$ cat src/rtl/score_disp_pkg.sv
// Shared types, constants and sizing helpers for the score display controller.
package score_disp_pkg;

   typedef enum logic [1:0] {
      IDLE    = 2'd0,
      CONVERT = 2'd1,
      DECODE  = 2'd2,
      COMMIT  = 2'd3
   } state_t;

   localparam logic [6:0] SEG_BLANK = 7'h7F;

   function automatic int unsigned pow10(input int unsigned n);
      int unsigned r;
      r = 1;
      for (int unsigned i = 0; i < n; i++) r = r * 10;
      return r;
   endfunction

   function automatic int unsigned cnt_w(input int unsigned n);
      return (n <= 1) ? 1 : $clog2(n);
   endfunction

endpackage

$ cat src/rtl/seven_segment_display.sv
// Hex digit to active-low 7-segment pattern, segments ordered {g,f,e,d,c,b,a}.
module seven_segment_display (
   input  logic [3:0] digit,
   output logic [6:0] seg
);

   always_comb begin
      case (digit)
         4'h0:    seg = 7'h40;
         4'h1:    seg = 7'h79;
         4'h2:    seg = 7'h24;
         4'h3:    seg = 7'h30;
         4'h4:    seg = 7'h19;
         4'h5:    seg = 7'h12;
         4'h6:    seg = 7'h02;
         4'h7:    seg = 7'h78;
         4'h8:    seg = 7'h00;
         4'h9:    seg = 7'h10;
         4'hA:    seg = 7'h08;
         4'hB:    seg = 7'h03;
         4'hC:    seg = 7'h46;
         4'hD:    seg = 7'h21;
         4'hE:    seg = 7'h06;
         default: seg = 7'h0E;
      endcase
   end

endmodule

$ cat src/rtl/score_display_ctrl.sv
// Binary score to multi-digit 7-segment image: serial double-dabble, one shared
// decoder time-shared across digits, atomic commit of all digits to hex_out.
module score_display_ctrl
   import score_disp_pkg::*;
#(
   parameter int unsigned BIN_W    = 14,
   parameter int unsigned DIGITS   = 4,
   parameter int unsigned BLANK_LZ = 1
) (
   input  logic                  clock,
   input  logic                  resetn,
   input  logic [BIN_W-1:0]      in_value,
   input  logic                  in_valid,
   output logic                  in_ready,
   output logic                  busy,
   output logic                  done,
   output logic [7*DIGITS-1:0]   hex_out
);

   localparam int unsigned   BW   = cnt_w(BIN_W);
   localparam int unsigned   IW   = cnt_w(DIGITS);
   localparam int unsigned   NB   = 4 * DIGITS;
   localparam logic [BIN_W-1:0] MAXV = BIN_W'(pow10(DIGITS) - 1);

   state_t            state, state_nx;
   logic [BIN_W-1:0]  bin_q;
   logic [NB-1:0]     bcd_q, bcd_adj;
   logic [BW-1:0]     bit_cnt;
   logic [IW-1:0]     idx;
   logic [6:0]        shadow [DIGITS];
   logic [3:0]        nib [DIGITS];
   logic [DIGITS-1:0] upper_zero;
   logic [6:0]        seg;
   logic              blank;
   logic              run_zero;

   always_ff @(posedge clock or negedge resetn) begin
      if (!resetn) state <= IDLE;
      else         state <= state_nx;
   end

   always_comb begin
      state_nx = state;
      case (state)
         IDLE:    if (in_valid)              state_nx = CONVERT;
         CONVERT: if (bit_cnt == '0)         state_nx = DECODE;
         DECODE:  if (idx == IW'(DIGITS-1))  state_nx = COMMIT;
         COMMIT:                             state_nx = IDLE;
         default:                            state_nx = IDLE;
      endcase
   end

   always_comb begin
      in_ready = (state == IDLE);
      busy     = (state != IDLE);
   end

   // add-3 correction applied before each left shift
   always_comb begin
      bcd_adj = bcd_q;
      for (int unsigned i = 0; i < DIGITS; i++)
         if (bcd_q[4*i +: 4] >= 4'd5) bcd_adj[4*i +: 4] = bcd_q[4*i +: 4] + 4'd3;
   end

   // upper_zero[i]: nibble i and every nibble above it are zero
   always_comb begin
      run_zero   = 1'b1;
      upper_zero = '0;
      for (int unsigned i = 0; i < DIGITS; i++) begin
         nib[i] = bcd_q[4*i +: 4];
      end
      for (int unsigned i = 0; i < DIGITS; i++) begin
         run_zero = run_zero & (nib[DIGITS-1-i] == 4'd0);
         upper_zero[DIGITS-1-i] = run_zero;
      end
      blank = (BLANK_LZ != 0) && (idx != '0) && upper_zero[idx];
   end

   seven_segment_display u_dec (
      .digit (nib[idx]),
      .seg   (seg)
   );

   always_ff @(posedge clock or negedge resetn) begin
      if (!resetn) begin
         bin_q   <= '0;
         bcd_q   <= '0;
         bit_cnt <= '0;
         idx     <= '0;
         done    <= 1'b0;
         hex_out <= '1;
         for (int unsigned i = 0; i < DIGITS; i++) shadow[i] <= '0;
      end else begin
         done <= 1'b0;
         case (state)
            IDLE: if (in_valid) begin
               bin_q   <= (32'(in_value) >= pow10(DIGITS)) ? MAXV : in_value;
               bcd_q   <= '0;
               bit_cnt <= BW'(BIN_W - 1);
               idx     <= '0;
            end
            CONVERT: begin
               {bcd_q, bin_q} <= {bcd_adj, bin_q} << 1;
               bit_cnt        <= bit_cnt - 1'b1;
            end
            DECODE: begin
               shadow[idx] <= blank ? SEG_BLANK : seg;
               idx         <= idx + 1'b1;
            end
            COMMIT: begin
               for (int unsigned i = 0; i < DIGITS; i++) hex_out[7*i +: 7] <= shadow[i];
               done <= 1'b1;
            end
            default: ;
         endcase
      end
   end

endmodule

$ cat config.mk
export PLATFORM = sky130hd
export DESIGN_NAME = score_display_ctrl
export DESIGN_NICKNAME = d
export VERILOG_FILES = /design/src/rtl/score_disp_pkg.sv /design/src/rtl/seven_segment_display.sv /design/src/rtl/score_display_ctrl.sv
export SDC_FILE = /design/constraint.sdc
export NUM_CORES = 1
export LEC_CHECK = 0
export BUFFER_PORTS_ARGS = -buffer_cell sky130_fd_sc_hd__buf_2
export CAP_MARGIN = 25
export CORE_ASPECT_RATIO = 1.25
export CORE_MARGIN = 2
export CORE_UTILIZATION = 40
export CTS_CLUSTER_DIAMETER = 120
export CTS_CLUSTER_SIZE = 28
export DETAILED_ROUTE_END_ITERATION = 8
export GPL_ROUTABILITY_DRIVEN = 1
export GPL_TIMING_DRIVEN = 0
export PLACE_DENSITY = 0.7
export SLEW_MARGIN = 20
export SYNTH_ARGS = -nofsm -noshare
export SYNTH_HDL_FRONTEND = slang
export SYNTH_SLANG_ARGS = --single-unit
export TNS_END_PERCENT = 1
$ cat constraint.sdc
create_clock -name clock -period 3.6 [get_ports clock]
set_input_delay 0.54 -clock clock [delete_from_list [all_inputs] [get_ports clock]]
set_output_delay 0.54 -clock clock [all_outputs]
set_load 0.05 [all_outputs]
Word-level counts from Yosys, hierarchy flattened
Memories as Yosys holds them, arrays and structs flattened.
Cells that the tools add are included.
W data, S select, Z words.
{ "op_classes": {"add_sub_neg": 6, "order_cmp": 8, "n_eq_ne": 7, "mux": 27, "bitwise_logic": 4, "n_reduce_logical": 15} }
{ "ops": {"columns": ["operator", "n"], "rows": [
  ["$pmux W16 S2", 1],
  ["$bwmux W28", 1],
  ["$mux W14", 2],
  ["$pmux W14 S2", 1],
  ["$mux W4", 6],
  ["$logic_not A4 Y1", 5],
  ["$ge A4 B3 Y1 const B", 4],
  ["$mux W16", 1],
  ["$demux W7 S2", 1],
  ["$ge A14 B14 Y1 const B", 1],
  ["$mux W7", 2],
  ["$add A4 B2 Y4 const B", 3],
  ["$bmux W4 S2", 1],
  ["$mux W2", 4],
  ["$pmux W2 S4", 1],
  ["$pmux W4 S2", 1],
  ["$reduce_bool A2 Y1", 4],
  ["$eq A2 B2 Y1 const B", 3],
  ["$ne A2 B2 Y1 const B", 3],
  ["$pmux W2 S2", 1],
  ["$reduce_and A2 Y1", 2],
  ["$sub A4 B1 Y4 const B", 1],
  ["$add A3 B2 Y3 const B", 1],
  ["$and A1 B1 Y1", 3],
  ["12 further kinds", 14]
]} }
{ "word_totals": {"reg_bits": 95, "rom_bits": 112, "inputBits": 17, "out_inout_bits": 31, "word_cells": 79, "n_memories": 1} }
{ "memory_table": {"columns": ["memory", "depth", "word_bits", "read_ports", "rd_ports_with_merged_regs", "wr", "line_no", "source"], "rows": [
  ["(no name shown)", 16, 7, 1, 0, 0, "seven_segment_display.sv:8", "case (digit)"]
]} }

Depth between registers and ports, before layout
{ "depth": {"ltp_word": 9, "mapped_depth": 9, "depth_no_buf": 8} }

Modules after synthesis
From an unflattened synthesis, not the netlist that was laid out.
{ "hier_totals": {"hier_cells": 419, "area_unflattened_um2": 4742.0} }
{ "modules_own_cells": {"columns": ["mod", "n_inst", "cells_each", "area_each_um2", "seq_area_each_um2"], "rows": [
  ["score_display_ctrl", 1, 387, 4466.8, 2412.3],
  ["seven_segment_display", 1, 32, 275.3, 0.0]
]} }

Least setup slack after synthesis
Ideal clock, no wire load.
{ "synth_timing": {"path_kind": "reg2reg", "from": "reg state[0]", "to": "reg bin_q[13]", "setup_time_ps": 137, "arrival_time_ps": 2298, "required_time_ps": 3463, "path_slack_ps": 1165, "path_stages_with_launch": 7, "path_buffers": 1, "period_less_slack_ps": 2435, "cell_sequence": "dfrtp_1 inv_1 ha_1 inv_1 a21boi_0 clkbuf_1 o21ai_0"} }
{ "synth_between": {"elab_chain_len": 3, "elab_cells_between_ends": 6, "classes_between": "eq/ne (2); mux (1); reduce/logical (3)"} }
{ "synth_rtl": {"columns": ["item", "line_no", "source"], "rows": [
  ["from (decl)", "score_display_ctrl.sv:25", "state_t state, state_nx;"],
  ["from (signal assigned)", "score_display_ctrl.sv:39", "else state <= state_nx;"],
  ["$logic_not A2 Y1 *", null, null],
  ["named net in_ready", "score_display_ctrl.sv:14", "output logic in_ready,"],
  ["$ne A2 B2 Y1 (no source line) or $reduce_bool A2 Y1 (tied branches)", null, null],
  ["$reduce_and A2 Y1 (no source line)", null, null],
  ["to (signal assigned)", "score_display_ctrl.sv:97", "bin_q <= (32'(in_value) >= pow10(DIGITS)) ? MAXV : in_value;"],
  ["to (signal assigned)", "score_display_ctrl.sv:103", "{bcd_q, bin_q} <= {bcd_adj, bin_q} << 1;"],
  ["to (decl)", "score_display_ctrl.sv:26", "logic [BIN_W-1:0] bin_q;"]
]} }
Mark *: on every way through the listed nets, which the timed path passes. The rest lies on a longest branch.
A chain may end at the register's enable or synchronous reset.

Worst setup path in the final report
{ "layout_timing": {"from": "reg idx[1]", "to": "reg shadow[9] (netlist bit)"} }
{ "layout_between": {"elab_chain_len": 7, "elab_cells_between_ends": 16, "classes_between": "order compare (2); mux (9); bitwise (1); reduce/logical (3); memory (1)"} }
{ "layout_rtl": {"columns": ["item", "line_no", "source"], "rows": [
  ["from (decl)", "score_display_ctrl.sv:29", "logic [IW-1:0] idx;"],
  ["from (signal assigned)", "score_display_ctrl.sv:108", "idx <= idx + 1'b1;"],
  ["$not A2 Y3", "score_display_ctrl.sv:80, score_display_ctrl.sv:107", null],
  ["$bmux W4 S2", "score_display_ctrl.sv:80", ".digit (nib[idx]),"],
  ["$mux W4 (not written as such) (2 in series)", "score_display_ctrl.sv:80", null],
  ["$mem_v2 Z16 W7", null, null],
  ["$mux W7", "score_display_ctrl.sv:107", "shadow[idx] <= blank ? SEG_BLANK : seg;"],
  ["$bwmux W28 *", "score_display_ctrl.sv:107", null],
  ["to (signal, indexed assignment)", "score_display_ctrl.sv:107", null],
  ["to (decl)", "score_display_ctrl.sv:30", "logic [6:0] shadow [DIGITS];"]
]} }
Every way passes the cells marked *; elsewhere a longest branch is shown, timed or not. The select of a mux whose other input is x is not followed.

==> run_results.csv <==
group,metric,value,unit
worst_setup_path,critical_path_buf_inv_count,2,
floorplan,start_util,0.405,
route,drt_iter0_markers,162,
status,status,"finished, final reports clean",
worst_setup_path,cp_top_family,"compound AO/OA/AOI/OAI gates",
grt,grt_first_pass_wirelength,16500,um
timing,max_freq,361,MHz
worst_setup_path,cp-start-kind,"flip-flop",
yosys,yosysTopAreaCell,"dfrtp_1",
worst_setup_path,endpoint_kind,"flip-flop",
yosys,netlist.area_leader.share,0.359,
clocking,cts_root_buf,"clkbuf_16",
yosys,ys_warn_count,0,
timing,hold_viol,0,
yosys,synth.distinct_cells,49,
yosys,syn_inst,423,
placement,port_buffers,47,
clocking,clk_path_buf_depth,2,
worst_setup_path,path_class,"reg2reg",
yosys,netlist_top_cells_area,"dfrtp_1, dfstp_2, ha_1",
grt,grt-ovfl-total,0,
grt,antenna_found_initial,0,
floorplan,fp.dieW,101,um
worst_setup_path,rrSetupSlack,0.83,ns
timing,setup_tns,0,ns
timing,drv_slew,0,
worst_setup_path,crit_path_cell_trace,"clkbuf_1, mux4_2, inv_1, ha_1, nor2_1, a211oi_1, o21ai_0",
floorplan,core-area,11500,um2
route,vias,3410,
pwr,power_frac_comb,0.504,
route,viasPerCell,5.46,
cells_and_area,nets,526,
pwr,power_leakage,0.00235,uW
cells_and_area,antenna_cells,0,
placement,place.gp.congestion,0.850,
clocking,insertion_delay,0.35,ns
yosys,avgSynthCellArea,11.0,um2
pwr,p_int,3060,uW
clocking,cts_setup_buffers,0,
grt,grt_pass1_vias,3465,
cells_and_area,syn2layout_area_growth,15.7,%
yosys,synth_fp_nets,467,
pwr,netSwitchingPower,2590,uW
yosys,syn_area,4660,um2
cells_and_area,final_core_util,0.469,
timing,grt_setup_unrepaired,"false",
yosys,synth_edf_count,0,
grt,grt_max_degree,59,
run,max_cap_violations,0,
worst_setup_path,worst-path-max-fanout,7,
floorplan,die_h,125,um
worst_setup_path,r2r_end,"shadow[9]",
cells_and_area,final-seq-area,2410,um2
pwr,peakVddDrop,493,uV
placement,dp_hpwl,7270,um
timing,worst_pin_slew,0.709,ns
route,ant_nets,0,
floorplan,ios,48,
yosys,synth.most_common_cell,"dfrtp_1",
min_path,min-delay-path-class,"in2async",
yosys,ys_ff_latch,95,
clocking,holdBufCountCts,0,
worst_setup_path,critPathMaxStageDelay,0.62,ns
route,wirelength,9760,um
cells_and_area,nFillCells,1040,
worst_setup_path,required,3.81,ns
worst_setup_path,r2r_cells,7,
yosys,synthArstFlopShare,1.00,
clocking,ctsResizeCount,0,
clocking,cts_tree,"yes",
timing,setup_viol,0,
clocking,htreeDepth,3,
pwr,p_per_area,1050,nW/um2
route,routedWlPerCell,15.6,um
pwr,seqPwrFrac,0.333,
cells_and_area,drive_gt1_frac,0.287,
yosys,synth-seq-area-share,0.517,
clocking,cts_sinks,95,
clocking,numCtsBuffers,9,
route,drc,0,
timing,skew,0.00735,ns
worst_setup_path,r2r-start,"idx[1]",
yosys,yosys-top-cells-count,"dfrtp_1, nand2_1, o21ai_0",
worst_setup_path,cp.arrival,2.98,ns
grt,track_usage,0.164,
clocking,path_clk_slew,0.07,ns
timing,relSlewSlack,0.524,
worst_setup_path,slowest_stage,"mux4_2",
pwr,switching_share,0.459,
route,drt_first_pass_iters,4,
floorplan,rows,44,
timing,period_needed,2.77,ns
cells_and_area,multiInputGateArea,2060,um2
timing,fin_crit_sh,0.770,
floorplan,dieArea,12500,um2
timing,holdWs,0.0889,ns
yosys,postSynth.topFlopCell,"dfrtp_1",
pwr,clkPwrFrac,0.163,
-- flip-flops by register name, indices dropped and copies added, names as in the netlist --
register,flops
state,2
hex_out,28
shadow,28
bit_cnt,4
bcd_q,16
idx,2
bin_q,14
done,1
-- per-layer routing --
| metal | global-route usage | vias to the layer above | part of all wire |
|---|---|---|---|
| met5 | 0 | - | 0 |
| li1 | - | 1625 | - |
| met3 | 0.0275 | 15 | 0.033 |
| met2 | 0.286 | 90 | 0.51 |
| met1 | 0.197 | 1680 | 0.43 |
| met4 | 0.0645 | 0 | 0.020 |
-- metrics by stage --
| step | cell area (um2) | instances | total power (uW) | setup WS [ns] |
|---|---|---|---|---|
| 6_report | 5400 | 625 | 5650 | 0.830 |
| 5_1_grt | 5400 | 625 | 6050 | 0.564 |
| 4_1_cts | 5400 | 625 | 5700 | 0.814 |
| 3_5_place_dp | 5110 | 609 | 4760 | 0.818 |
| 3_3_place_gp | 5070 | 608 | 4640 | 0.886 |
| 2_1_floorplan | 4660 | 423 | 4040 | 1.17 |
-- logic make-up (layout without fill, tap and decap cells) --
kind of cell | after synthesis | in the layout | synth area share
compound gates | 120 | 120 | 0.165
fa+ha+maj | 27 | 27 | 0.0724
mux | 39 | 39 | 0.105
flops | 95 | 95 | 0.517
buf+inv | 46 | 110 | 0.0416
xor+xnor | 9 | 9 | 0.0169
simple gates | 87 | 87 | 0.0821
-- cells in the final DEF (no fill, tap or decap), types with 6 or more instances in the layout --
cell type and count:
a31oi_1 6, nor2_1 21, ha_1 27, clkbuf_1 10
nand2_1 44, inv_1 24, o21ai_0 37, clkbuf_16 9
o22ai_1 13, dfstp_2 28, dfrtp_1 67, a21oi_1 29
mux2_2 30, buf_2 51
-- worst max path at each step --
stage               startpoint    endpoint  slack [ns]  cells after the start
detailed placement      idx[1]   shadow[2]        0.82                      7
global route            idx[1]   shadow[2]        0.56                      7
floorplan             state[0]   bin_q[13]        1.17                      6
finish                  idx[1]   shadow[9]        0.83                      7
CTS                     idx[1]   shadow[2]        0.81                      7
global placement        idx[1]  shadow[16]        0.89                      7
-- power by group through the flow --
| stage | Combinational (uW) | Sequential (uW) | Clock, uW |
|---|---|---|---|
| 4_1_cts | 2870 | 1880 | 948 |
| 5_1_grt | 3130 | 1940 | 986 |
| 2_1_floorplan | 1700 | 2330 | 0 |
| 6_report | 2850 | 1880 | 924 |
| 3_3_place_gp | 2770 | 1870 | 0 |
| 3_5_place_dp | 2860 | 1900 | 0 |
-- layout make-up --
class	count	share of cell area
clock inverters	7	0.0125
well taps	138	0.0320
plain buffers	21	0.0185
multi-input cells	282	0.381
repair buffers	48	0.0498
flip-flops and latches	95	0.447
inverters	25	0.0174
clock buffers	9	0.0417
(Power assumes the default switching activity.)
